--- src/rtl/mult_arbiter_if.sv ---
// mult_arbiter_if: request, multiplier and response bundle for mult_arbiter.
// slave = arbiter side; master = requesters, multiplier and consumer side.
interface mult_arbiter_if #(
  parameter int NUM_REQ = 4,
  parameter int IDW     = 2
) ();

  logic                   issue_en;
  logic [NUM_REQ-1:0]     req_valid;
  logic [NUM_REQ-1:0]     req_ready;
  logic [32*NUM_REQ-1:0]  req_a;
  logic [32*NUM_REQ-1:0]  req_b;
  logic [31:0]            mul_a;
  logic [31:0]            mul_b;
  logic [31:0]            mul_product;
  logic                   rsp_valid;
  logic [IDW-1:0]         rsp_id;
  logic [31:0]            rsp_product;
  logic                   busy;
  logic [15:0]            issue_count;

  modport slave (
    input  issue_en,
    input  req_valid,
    input  req_a,
    input  req_b,
    input  mul_product,
    output req_ready,
    output mul_a,
    output mul_b,
    output rsp_valid,
    output rsp_id,
    output rsp_product,
    output busy,
    output issue_count
  );

  modport master (
    output issue_en,
    output req_valid,
    output req_a,
    output req_b,
    output mul_product,
    input  req_ready,
    input  mul_a,
    input  mul_b,
    input  rsp_valid,
    input  rsp_id,
    input  rsp_product,
    input  busy,
    input  issue_count
  );

endinterface

--- src/rtl/mult_arbiter.sv ---
// mult_arbiter: round-robin sharing of one pipelined fp32 multiplier.
// Ports: clock, reset (sync, high); bus (slave): grants, operands, tagged results.
module mult_arbiter #(
  parameter int NUM_REQ     = 4,
  parameter int MUL_LATENCY = 8,
  parameter int IDW         = 2
) (
  input  logic          clock,
  input  logic          reset,
  mult_arbiter_if.slave bus
);

  // Tag stages follow the operand register, so a grant at E0
  // surfaces after edge E0+MUL_LATENCY+1, in step with the product.
  localparam int TD = MUL_LATENCY + 1;

  logic [IDW-1:0] rr_ptr;
  logic           gnt_hit;
  logic [IDW-1:0] gnt_id;
  logic           hs;
  logic [31:0]    gnt_a;
  logic [31:0]    gnt_b;

  logic [31:0]    op_a;
  logic [31:0]    op_b;
  logic           op_valid;
  logic [IDW-1:0] op_id;

  logic [TD-1:0]  tag_v;
  logic [IDW-1:0] tag_id [TD];
  logic [15:0]    cnt;

  // First requester at or above rr_ptr, wrapping.
  always_comb begin
    int             j;
    logic [IDW-1:0] idx;
    gnt_hit = 1'b0;
    gnt_id  = '0;
    j       = 0;
    idx     = '0;
    for (int k = 0; k < NUM_REQ; k++) begin
      j = int'(rr_ptr) + k;
      if (j >= NUM_REQ) begin
        j = j - NUM_REQ;
      end
      idx = IDW'(j);
      if (!gnt_hit && bus.req_valid[idx]) begin
        gnt_hit = 1'b1;
        gnt_id  = idx;
      end
    end
  end

  assign hs = gnt_hit & bus.issue_en & ~reset;

  always_comb begin
    bus.req_ready = '0;
    if (hs) begin
      bus.req_ready[gnt_id] = 1'b1;
    end
  end

  always_comb begin
    gnt_a = '0;
    gnt_b = '0;
    for (int i = 0; i < NUM_REQ; i++) begin
      if (IDW'(i) == gnt_id) begin
        gnt_a = bus.req_a[32*i +: 32];
        gnt_b = bus.req_b[32*i +: 32];
      end
    end
  end

  always_ff @(posedge clock) begin
    if (reset) begin
      rr_ptr   <= '0;
      op_a     <= '0;
      op_b     <= '0;
      op_valid <= 1'b0;
      op_id    <= '0;
      tag_v    <= '0;
      cnt      <= '0;
      for (int k = 0; k < TD; k++) begin
        tag_id[k] <= '0;
      end
    end else begin
      if (hs) begin
        if (gnt_id == IDW'(NUM_REQ - 1)) begin
          rr_ptr <= '0;
        end else begin
          rr_ptr <= gnt_id + 1'b1;
        end
        cnt <= cnt + 16'd1;
      end
      // Idle cycles feed zero operands as a bubble.
      op_a     <= hs ? gnt_a : '0;
      op_b     <= hs ? gnt_b : '0;
      op_valid <= hs;
      op_id    <= hs ? gnt_id : '0;
      tag_v    <= {tag_v[TD-2:0], op_valid};
      tag_id[0] <= op_id;
      for (int k = 1; k < TD; k++) begin
        tag_id[k] <= tag_id[k-1];
      end
    end
  end

  assign bus.mul_a       = op_a;
  assign bus.mul_b       = op_b;
  assign bus.rsp_valid   = tag_v[TD-1];
  assign bus.rsp_id      = tag_id[TD-1];
  assign bus.rsp_product = bus.mul_product;
  assign bus.busy        = op_valid | (|tag_v);
  assign bus.issue_count = cnt;

endmodule

--- src/flat_wrapper.sv ---
// flat-port wrapper written by rule: the top's interface ports become plain ports
module mult_arbiter_flat 
#(
  parameter int NUM_REQ     = 4,
  parameter int MUL_LATENCY = 8,
  parameter int IDW         = 2
)
  (clock, reset, bus_issue_en, bus_req_valid, bus_req_a, bus_req_b, bus_mul_product, bus_req_ready, bus_mul_a, bus_mul_b, bus_rsp_valid, bus_rsp_id, bus_rsp_product, bus_busy, bus_issue_count);
  mult_arbiter_if #(.NUM_REQ(NUM_REQ), .IDW(IDW)) bus_i ();
  input  logic clock;
  input  logic reset;
  input wire logic [$bits(bus_i.issue_en)-1:0] bus_issue_en;
  input wire logic [$bits(bus_i.req_valid)-1:0] bus_req_valid;
  input wire logic [$bits(bus_i.req_a)-1:0] bus_req_a;
  input wire logic [$bits(bus_i.req_b)-1:0] bus_req_b;
  input wire logic [$bits(bus_i.mul_product)-1:0] bus_mul_product;
  output wire logic [$bits(bus_i.req_ready)-1:0] bus_req_ready;
  output wire logic [$bits(bus_i.mul_a)-1:0] bus_mul_a;
  output wire logic [$bits(bus_i.mul_b)-1:0] bus_mul_b;
  output wire logic [$bits(bus_i.rsp_valid)-1:0] bus_rsp_valid;
  output wire logic [$bits(bus_i.rsp_id)-1:0] bus_rsp_id;
  output wire logic [$bits(bus_i.rsp_product)-1:0] bus_rsp_product;
  output wire logic [$bits(bus_i.busy)-1:0] bus_busy;
  output wire logic [$bits(bus_i.issue_count)-1:0] bus_issue_count;
  assign bus_i.issue_en = bus_issue_en;
  assign bus_i.req_valid = bus_req_valid;
  assign bus_i.req_a = bus_req_a;
  assign bus_i.req_b = bus_req_b;
  assign bus_i.mul_product = bus_mul_product;
  assign bus_req_ready = bus_i.req_ready;
  assign bus_mul_a = bus_i.mul_a;
  assign bus_mul_b = bus_i.mul_b;
  assign bus_rsp_valid = bus_i.rsp_valid;
  assign bus_rsp_id = bus_i.rsp_id;
  assign bus_rsp_product = bus_i.rsp_product;
  assign bus_busy = bus_i.busy;
  assign bus_issue_count = bus_i.issue_count;
  mult_arbiter #(.NUM_REQ(NUM_REQ), .MUL_LATENCY(MUL_LATENCY), .IDW(IDW)) u_core (.clock(clock), .reset(reset), .bus(bus_i));
endmodule
--- config.mk ---
export PLATFORM = sky130hd
export DESIGN_NAME = mult_arbiter_flat
export DESIGN_NICKNAME = d
export VERILOG_FILES = /design/src/rtl/mult_arbiter_if.sv /design/src/rtl/mult_arbiter.sv /design/src/flat_wrapper.sv
export SDC_FILE = /design/constraint.sdc
export NUM_CORES = 1
export LEC_CHECK = 0
export BUFFER_PORTS_ARGS = -buffer_cell sky130_fd_sc_hd__buf_2
export CORE_AREA = 5 5 157 159
export CTS_BUF_LIST = sky130_fd_sc_hd__clkbuf_4 sky130_fd_sc_hd__clkbuf_8
export DETAILED_ROUTE_END_ITERATION = 7
export DIE_AREA = 0 0 162 164
export GPL_TIMING_DRIVEN = 0
export SLEW_MARGIN = 20
export SYNTH_ARGS = -nofsm -noshare
export SYNTH_HDL_FRONTEND = slang
export SYNTH_SLANG_ARGS = --single-unit
--- constraint.sdc ---
create_clock -name clock -period 3.2 [get_ports clock]
set_input_delay 0.16 -clock clock [delete_from_list [all_inputs] [get_ports clock]]
set_output_delay 0.16 -clock clock [all_outputs]
set_load 0.02 [all_outputs]
======== Yosys cells after proc, flatten, opt, wreduce, memory -nomap -nowiden ========
Memories as Yosys holds them, arrays and structs flattened.
Index checks and enable logic that the tools add are counted.
operators by class
  add/subtract/negate cells ............... 9
  mux-type cells .......................... 44
  order comparisons ....................... 10
  reduce and logical (&&, ||, !) cells .... 10
  eq/ne operators ......................... 4
  bitwise gates (word level) .............. 14
operator list
  kind                     count
  $mux W32                 8
  $mux W2                  18
  $add A16 B1 Y16 const B  1
  $lt A2 B3 Y1 const B     5
  $mux W1                  12
  $or A1 B1 Y1             10
  $ge A3 B3 Y1 const B     3
  $reduce_or A9 Y1         1
  $bmux W1 S2              4
  $sub A2 B1 Y2 const B    4
  $add A2 B2 Y3 const B    2
  $eq A2 B2 Y1 const A     2
  $logic_and A1 B1 Y1      4
  $mux W4                  1
  $add A2 B1 Y3 const B    1
  $ge A2 B3 Y1 const B     1
  $logic_not A1 Y1         3
  $add A2 B1 Y2 const B    1
  $and A1 B1 Y1            2
  $demux W1 S2             1
  $eq A1 B2 Y1 const A     1
  $eq A2 B2 Y1 const B     1
  $ge A2 B1 Y1 const B     1
  $logic_not A2 Y1         1
  other kinds (2)          3
storage, ports and cells
  word-level logic and storage cells ...... 99
  memories ................................ 1
  bits in writable memories ............... 18
  input port bits ......................... 295
  output and inout bits ................... 120
  bits in registers ....................... 94
memory list
  name           words  bits a word  rd ports  clocked after memory_dff  wr ports  line                RTL
  u_core.tag_id  9      2            9         0                         9         mult_arbiter.sv:30  logic [IDW-1:0] tag_id [TD];

======== Longest topological paths before layout ========
Gate-level depths: netlist (run 1).
  word-level depth ........................ 19
  mapped depth ............................ 11

======== Least setup slack after synthesis (run 1) ========
Ideal clock, no wire load.
  kind .................................... register to register
  from .................................... reg u_core.rr_ptr[0]
  to ...................................... reg u_core.op_a[29] (netlist: u_core.bus.mul_a[29])
  stages on the path, launching flop included .. 11
  arrival ................................. 2.231 ns
  period minus slack after synthesis ...... 2.301 ns
  buffers on the path ..................... 2
  slack ................................... 0.899 ns
  cells stage by stage .................... dfxtp_1 -> nand2b_1 -> a21oi_1 -> a221o_1 -> nor2_1 -> ha_1 -> clkbuf_1 -> clkbuf_1 -> a221oi_1 -> a211o_1 -> a21oi_1
between the ends
  longest elaborated chain between the ends .. 19
  elaborated cells on any way between the ends .. 49
  classes of those cells .................. 7 x add/sub; 4 x order compare; 3 x eq/ne; 24 x mux; 3 x bitwise; 8 x reduce/logical
RTL lines
  what                                                                    line                RTL
  start: declaration                                                      mult_arbiter.sv:17  logic [IDW-1:0] rr_ptr;
  start signal: assignment                                                mult_arbiter.sv:91  rr_ptr <= gnt_id + 1'b1;
  parallel branches: the longest is 13 deep, another holds $add A2 B1 Y3  n/a
  $mux W2 *                                                               mult_arbiter.sv:47  if (!gnt_hit && bus.req_valid[idx]) begin
  net u_core.gnt_id[0]                                                    mult_arbiter.sv:19  logic [IDW-1:0] gnt_id;
  $logic_not A2 Y1                                                        mult_arbiter.sv:67  if (IDW'(i) == gnt_id) begin
  $mux W32 (3 in series)                                                  mult_arbiter.sv:67
  $mux W32 *                                                              mult_arbiter.sv:67
  end signal: assignment                                                  mult_arbiter.sv:96  op_a <= hs ? gnt_a : '0;
  end: declaration                                                        mult_arbiter.sv:24  logic [31:0] op_a;
Mark *: on every way through the listed nets, which the timed path passes. The select of a mux whose other input is x is not followed.
A chain may end at the register's enable or synchronous reset.

======== Worst setup path in the final report (run 1) ========
  from .................................... reg u_core.rr_ptr[0]
  to ...................................... reg u_core.op_b[21] (netlist: u_core.bus.mul_b[21])
between the ends
  longest elaborated chain between the ends .. 19
  elaborated cells on any way between the ends .. 49
  classes of those cells .................. 7 x add/sub; 4 x order compare; 3 x eq/ne; 24 x mux; 3 x bitwise; 8 x reduce/logical
RTL lines
  what                                                                    line                RTL
  parallel branches: the longest is 19 deep, another holds $add A2 B1 Y3  n/a
  end signal: assignment                                                  mult_arbiter.sv:97  op_b <= hs ? gnt_b : '0;
  end: declaration                                                        mult_arbiter.sv:25  logic [31:0] op_b;
Several ways; the timed one is not identified. The select of a mux whose other input is x is not followed.

==> flow_summary_export.csv, run 1 <==
group,metric,value,unit
cells_and_area,fin_nets,1396,
critical_path,start_kind,"register",
critical_path,crit_arrival,3.23,ns
sta,drv_slew,0,
critical_path,r2r_slack,0.27,ns
cells_and_area,instances_no_fill,1395,
power,leakage,4.265,nW
synth,ys_ff_latch,112,
detailed_routing,viasPerCell,4.738,
global_routing,antenna_found_initial,5,
worst_hold_path,holdPathStages,3,
sta,setup_viol,0,
clocking,cts_root_buf,"clkbuf_8",
cells_and_area,final_area,0.008459,mm²
critical_path,path_max_fanout,10,
critical_path,crit_required,3.50,ns
global_routing,grt_pass1_wl,38460,µm
synth,netlist_area,0.005454,mm²
place,dp.cells,1327,
sta,worst_slew_pin_slew,0.9692,ns
detailed_routing,wl,26670,µm
die,start_util,0.2359,
place,globalplace.congestion,0.8727,
power,peakVddDrop,0.0002003,V
critical_path,timing.rr.start,"u_core.rr_ptr[0]",
detailed_routing,ant_nets,0,
place,dpl_cell_area,0.007729,mm²
power,powerDensity,505.1,mW/mm²
clocking,clk_latency,0.40,ns
detailed_routing,drt-pass1-iter-count,5,
synth,synth_edf_count,0,
die,die_area,0.02657,mm²
clocking,post_cts.repair.setup_buffers,0,
global_routing,grt_max_degree,22,
critical_path,reg2reg_depth,10,
sta,finalCritPeriodShare,0.9162,
sta,rsz0062_at_grt,"false",
sta,hold_viol,0,
worst_hold_path,hold_path.class,"in -> reg",
synth,ys_warn_count,0,
run_status,outcome,"complete, no violations",
synth,async_flop_share,0,
worst_hold_path,min_to,"u_core.bus.mul_b[2]",
clocking,path_clk_slew,0.13,ns
die,core-area,0.02312,mm²
die,die_y,164,µm
clocking,htree_levels,3,
place,dp_hpwl,20590,µm
clocking,cts_tree,"built",
job,cap_viol_max_count,0,
sta,slew_headroom,0.3539,
clocking,ctsLongestPathBuffers,2,
global_routing,grt_pass1_vias,6706,
place,io_buffers,382,
detailed_routing,vias,6609,
global_routing,gr-usage-all-layers,0.1878,
worst_hold_path,min-delay-start,"bus_req_b[98]",
die,ios,415,
sta,clock_skew,0.02258,ns
synth,yosys_most_used_dff,"dfxtp_1",
critical_path,crit_path_end_kind,"register",
place,dp_slack,-0.3532,ns
cells_and_area,area_growth,55.10,%
die,std_cell_rows,56,
sta,setup_slack,0.2681,ns
sta,whs,0.02422,ns
clocking,cts.sinks,112,
synth,synth-seq-area-share,0.4111,
global_routing,grt-ovfl-total,0,
sta,achievable-frequency,341.1,MHz
detailed_routing,drtIter0Drc,431,
detailed_routing,wire_per_inst,19.11,µm
cells_and_area,drive_gt1_frac,0.4087,
die,die_width,162,µm
critical_path,r2r_end,"u_core.bus.mul_b[21]",
critical_path,startpoint,"u_core.rr_ptr[0]",
synth,synthCells,655,
synth,syn_nets,955,
sta,fin_crit,2.932,ns
critical_path,crit_type,"reg -> reg",
synth,syn_avg_cell_area,8.327,µm²
detailed_routing,drc_errors,0,
clocking,cts_buffers,9,
synth,yosysUniqueCellTypes,35,
## how the worst max path moves through the flow
stage | cells past startpoint | end
after floorplan | 10 | u_core.bus.mul_a[29]
after global placement | 10 | u_core.bus.mul_b[27]
after detailed placement | 10 | u_core.bus.mul_b[27]
after CTS | 9 | bus_req_ready[3]
after global routing | 9 | bus_req_ready[1]
final | 10 | u_core.bus.mul_b[21]
## critical path: stages, from the launching register on
cell      delay (ns)
dfxtp_1         0.37
nand2b_1        0.17
nor2b_1         0.13
o22ai_1         0.33
ha_1            0.32
nor2b_1         0.15
clkbuf_2        0.32
clkbuf_1        0.40
a221oi_1        0.17
a211o_1         0.29
a21oi_1         0.20
## Yosys cell counts, drive strengths merged (4+ instances only)
library cell,number,share of area
ha,5,0.011
dfxtp,112,0.41
xnor2,5,0.0080
nor4,4,0.0046
nand3,10,0.0092
buf,37,0.049
or3,4,0.0046
a211o,63,0.10
inv,72,0.050
clkbuf,52,0.036
nor2,12,0.0083
nor2b,30,0.034
nand2,73,0.050
or4,5,0.0073
and3,4,0.0046
a21oi,74,0.068
a221oi,64,0.10
o21ai,6,0.0055
## metrics by stage
| stage | total power (W) | setup TNS (ns) | util |
|---|---|---|---|
| 2_1_floorplan | 0.002611 | 0 | - |
| 3_3_place_gp | 0.003266 | -13.84 | 0.3343 |
| 3_5_place_dp | 0.003267 | -9.878 | 0.3343 |
| 4_1_cts | 0.004303 | 0 | 0.3649 |
| 5_1_grt | 0.004526 | 0 | 0.3657 |
| 6_report | 0.004273 | 0 | 0.3659 |
## cells by family after synthesis
kind of cell    share of synthesized area
simple gates                       0.1365
fa+ha+maj                         0.01147
xor+xnor                         0.009635
compound gates                     0.2948
flops                              0.4111
buf+inv                            0.1365
## placed cells by master, fill, tap and decap left out, types with 2 or more instances in the layout
cell,instances
a211o_1,63
a21oi_1,74
a221oi_1,64
and3_1,4
buf_2,385
buf_4,34
clkbuf_1,41
clkbuf_2,9
clkbuf_4,2
clkbuf_8,9
dfxtp_1,112
diode_2,4
dlygate4sd3_1,48
ha_1,5
inv_1,72
inv_8,3
nand2_1,73
nand2b_1,3
nand3_1,10
nand4_1,2
nor2_1,12
nor2b_1,30
nor3_1,2
nor4_1,4
o21ai_0,6
o22ai_1,2
o311ai_0,2
o31ai_1,3
o41ai_1,2
or3_1,4
or4_1,3
or4_2,2
xnor2_1,5
## registers in the layout, indices dropped and copies added (netlist names)
| name | flops |
|---|---|
| u_core.tag_id | 18 |
| u_core.bus.issue_count | 16 |
| u_core.rr_ptr | 2 |
| u_core.bus.mul_b | 32 |
| u_core.op_valid | 1 |
| u_core.bus.mul_a | 32 |
| u_core.op_id | 2 |
| u_core.tag_v | 9 |
## power by group
part | internal (W) | switching, W | total, W
Sequential | 0.00150 | 0.0000354 | 0.00154
Clock | 0.000388 | 0.000590 | 0.000977
Combinational | 0.000734 | 0.00102 | 0.00176
Total | 0.00262 | 0.00165 | 0.00427
## area by class of cell
type | count | area, µm²
fillers | 2469 | 14660
flip-flops and latches | 112 | 2242
clock inverters | 7 | 96.34
multi-input cells | 381 | 2467
inverters | 72 | 270.3
plain buffers | 90 | 494.2
clock buffers | 9 | 123.9
well taps | 290 | 362.8
diodes | 4 | 10.01
repair buffers | 430 | 2392
## metal layers
metal / GRT usage / up-vias / share of wire
met2: 0.3099 / 322 / 0.48
met4: 0.08304 / 4 / 0.038
li1: - / 3176 / -
met5: 0 / - / 0.0011
met1: 0.2330 / 3053 / 0.40
met3: 0.04642 / 54 / 0.078
## what timing repair did
item / 4_1_cts / 5_1_grt
gates cloned: 0 / 0
gates resized for setup: 7 / 14
endpoints found under the setup margin: 47 / 25
hold buffers: 48 / 0
hold endpoints to repair: 48 / 0
pin swaps: 0 / 0
Power figures use the tool's default switching activity.
==> run 2: changes to the inputs <==
Settings changed: RECOVER_POWER from default to 100.
==> flow_summary_export.csv, run 2 (same netlist as run 1, synthesis figures left out) <==
group,metric,value,unit
clocking,cts_tree,"built",
critical_path,crit_arrival,3.23,ns
die,ios,415,
sta,drv_slew,0,
power,pwr-share-comb,0.407,
power,p_int,0.002589,W
critical_path,r2r_slack,0.27,ns
critical_path,crit_chain,"nand2b_1 -> nor2b_1 -> o22ai_1 -> ha_1 -> nor2b_1 -> clkbuf_2 -> clkbuf_1 -> a221oi_1 -> a211o_1 -> a21oi_1",
global_routing,grt_max_degree,22,
global_routing,grt-ovfl-total,0,
die,die_area,0.02657,mm²
sta,clock_skew,0.02200,ns
detailed_routing,wire_per_inst,19.14,µm
cells_and_area,area_growth,52.05,%
sta,achievable-frequency,341.9,MHz
place,io_buffers,382,
global_routing,grt_pass1_vias,6706,
power,p_seq_frac,0.363,
cells_and_area,drive_gt1_frac,0.2979,
power,power_frac_clock,0.230,
power,power,0.004242,W
sta,setup_viol,0,
critical_path,crit_required,3.50,ns
detailed_routing,vias,6658,
critical_path,crit_top_cell,"nor2b_1",
worst_hold_path,holdPathStages,3,
critical_path,crit_slowest_cell,"clkbuf_1",
die,core-area,0.02312,mm²
power,powerDensity,511.5,mW/mm²
critical_path,start_kind,"register",
die,start_util,0.2359,
cells_and_area,fin_nets,1396,
sta,slew_headroom,0.3624,
critical_path,crit_type,"reg -> reg",
detailed_routing,drc_errors,0,
worst_hold_path,min-delay-start,"bus_req_b[98]",
critical_path,path_max_fanout,10,
critical_path,crit_path_end_kind,"register",
cells_and_area,mostFrequentLayoutCells,"262 x buf_2, 162 x clkbuf_1, 112 x dfxtp_1",
global_routing,antenna_found_initial,5,
detailed_routing,ant_nets,0,
cells_and_area,final_util,0.3587,
sta,hold_viol,0,
die,std_cell_rows,56,
die,die_y,164,µm
place,globalplace.congestion,0.8727,
power,peakVddDrop,0.0002007,V
power,p_sw,0.001652,W
power,leakage,3.795,nW
detailed_routing,wl,26700,µm
detailed_routing,viasPerCell,4.773,
clocking,htree_levels,3,
job,cap_viol_max_count,0,
sta,finalCritPeriodShare,0.9141,
cells_and_area,layout_commonest_cell,"buf_2",
sta,rsz0062_at_grt,"false",
global_routing,grt_pass1_wl,38460,µm
clocking,post_cts.repair.setup_buffers,0,
critical_path,r2r_end,"u_core.bus.mul_b[21]",
worst_hold_path,min_to,"u_core.bus.mul_b[2]",
cells_and_area,fillCellCount,2518,
clocking,ctsLongestPathBuffers,2,
worst_hold_path,hold_path.class,"in -> reg",
clocking,clk_latency,0.40,ns
run_status,outcome,"complete, no violations",
critical_path,max_stage_delay,0.39,ns
sta,worst_slew_pin_slew,0.9564,ns
die,die_width,162,µm
clocking,cts_root_buf,"clkbuf_8",
clocking,cts_buffers,9,
critical_path,timing.rr.start,"u_core.rr_ptr[0]",
sta,fin_crit,2.925,ns
global_routing,gr-usage-all-layers,0.1878,
detailed_routing,drtIter0Drc,428,
clocking,cts.sinks,112,
power,p_sw_frac,0.3895,
critical_path,reg2reg_depth,10,
clocking,path_clk_slew,0.13,ns
place,dp_hpwl,20590,µm
detailed_routing,drt-pass1-iter-count,5,
[run 2: cell types whose count changed in the layout (fill, tap and decap cells not counted)]
cell,delta
nand4_4,-1
clkbuf_2,+2
buf_2,-123
dlygate4sd3_1,+1
clkbuf_1,+121
nand4_1,+1
clkdlybuf4s50_1,-1
[run 2: worst max path at each step]
stage | from | end | slack, ns | cells past startpoint
after floorplan | u_core.rr_ptr[0] | u_core.bus.mul_a[29] | 0.90 | 10
after global placement | bus_req_valid[0] | u_core.bus.mul_b[27] | -0.46 | 10
after detailed placement | bus_req_valid[0] | u_core.bus.mul_b[27] | -0.35 | 10
after CTS | u_core.rr_ptr[0] | bus_req_ready[3] | 0.07 | 9
after global routing | u_core.rr_ptr[0] | bus_req_ready[1] | 0.03 | 9
final | u_core.rr_ptr[0] | u_core.bus.mul_b[21] | 0.27 | 10
[run 2: metrics by stage]
stage | setup WS, ns | instance area [µm²] | instances | setup TNS (ns) | hold WS (ns)
floorplan | 0.8986 | 5454 | 655 | 0 | 0.3090
global placement | -0.4618 | 7729 | 1327 | -13.84 | 0.4160
detailed placement | -0.3532 | 7729 | 1327 | -9.878 | 0.4177
CTS | 0.07415 | 8438 | 1391 | 0 | 0.0005655
global route | 0.02604 | 8290 | 1394 | 0 | 0.007295
finish | 0.2748 | 8293 | 1395 | 0 | 0.02313
[run 2: power groups by stage]
| stage | combinational (W) | sequential [W] | clock [W] |
|---|---|---|---|
| finish | 0.00173 | 0.00154 | 0.000977 |
| floorplan | 0.000921 | 0.00169 | 0 |
| detailed placement | 0.00170 | 0.00157 | 0 |
| global placement | 0.00170 | 0.00156 | 0 |
| CTS | 0.00176 | 0.00154 | 0.00101 |
| global route | 0.00188 | 0.00155 | 0.00106 |
[run 2: per-layer routing]
| layer | global-route usage | vias to the layer above | part of all wire | wire length [µm] |
|---|---|---|---|---|
| met5 | 0 | - | 0.0010 | 28 |
| li1 | - | 3175 | - | - |
| met2 | 0.3099 | 339 | 0.48 | 12810 |
| met1 | 0.2330 | 3089 | 0.41 | 10830 |
| met4 | 0.08304 | 4 | 0.035 | 936 |
| met3 | 0.04642 | 51 | 0.078 | 2088 |
[run 2: final cells by class]
class / instances / area (µm²) / share of cell area
Multi-Input combinational cell: 381 / 2452 / 0.2957
Timing Repair Buffer: 430 / 2243 / 0.2705
Sequential cell: 112 / 2242 / 0.2704
Buffer: 90 / 491.7 / 0.05929
Tap cell: 290 / 362.8 / 0.04375
Inverter: 72 / 270.3 / 0.03259
Clock buffer: 9 / 123.9 / 0.01494
Clock inverter: 7 / 96.34 / 0.01162
Antenna cell: 4 / 10.01 / 0.001207
[run 2: critical path: cells and delay by family, from the launching register on]
| family | cells | cell delay [ns] |
|---|---|---|
| fa+ha+maj | 1 | 0.32 |
| compound gates | 4 | 0.98 |
| buf+inv | 2 | 0.71 |
| simple gates | 3 | 0.46 |
| flops | 1 | 0.37 |
[run 2: what timing repair did]
item                                    4_1_cts  5_1_grt
endpoints found under the hold margin        48        0
gates resized for setup                       7       14
hold buffers                                 48        0
endpoints found under the setup margin       47       25
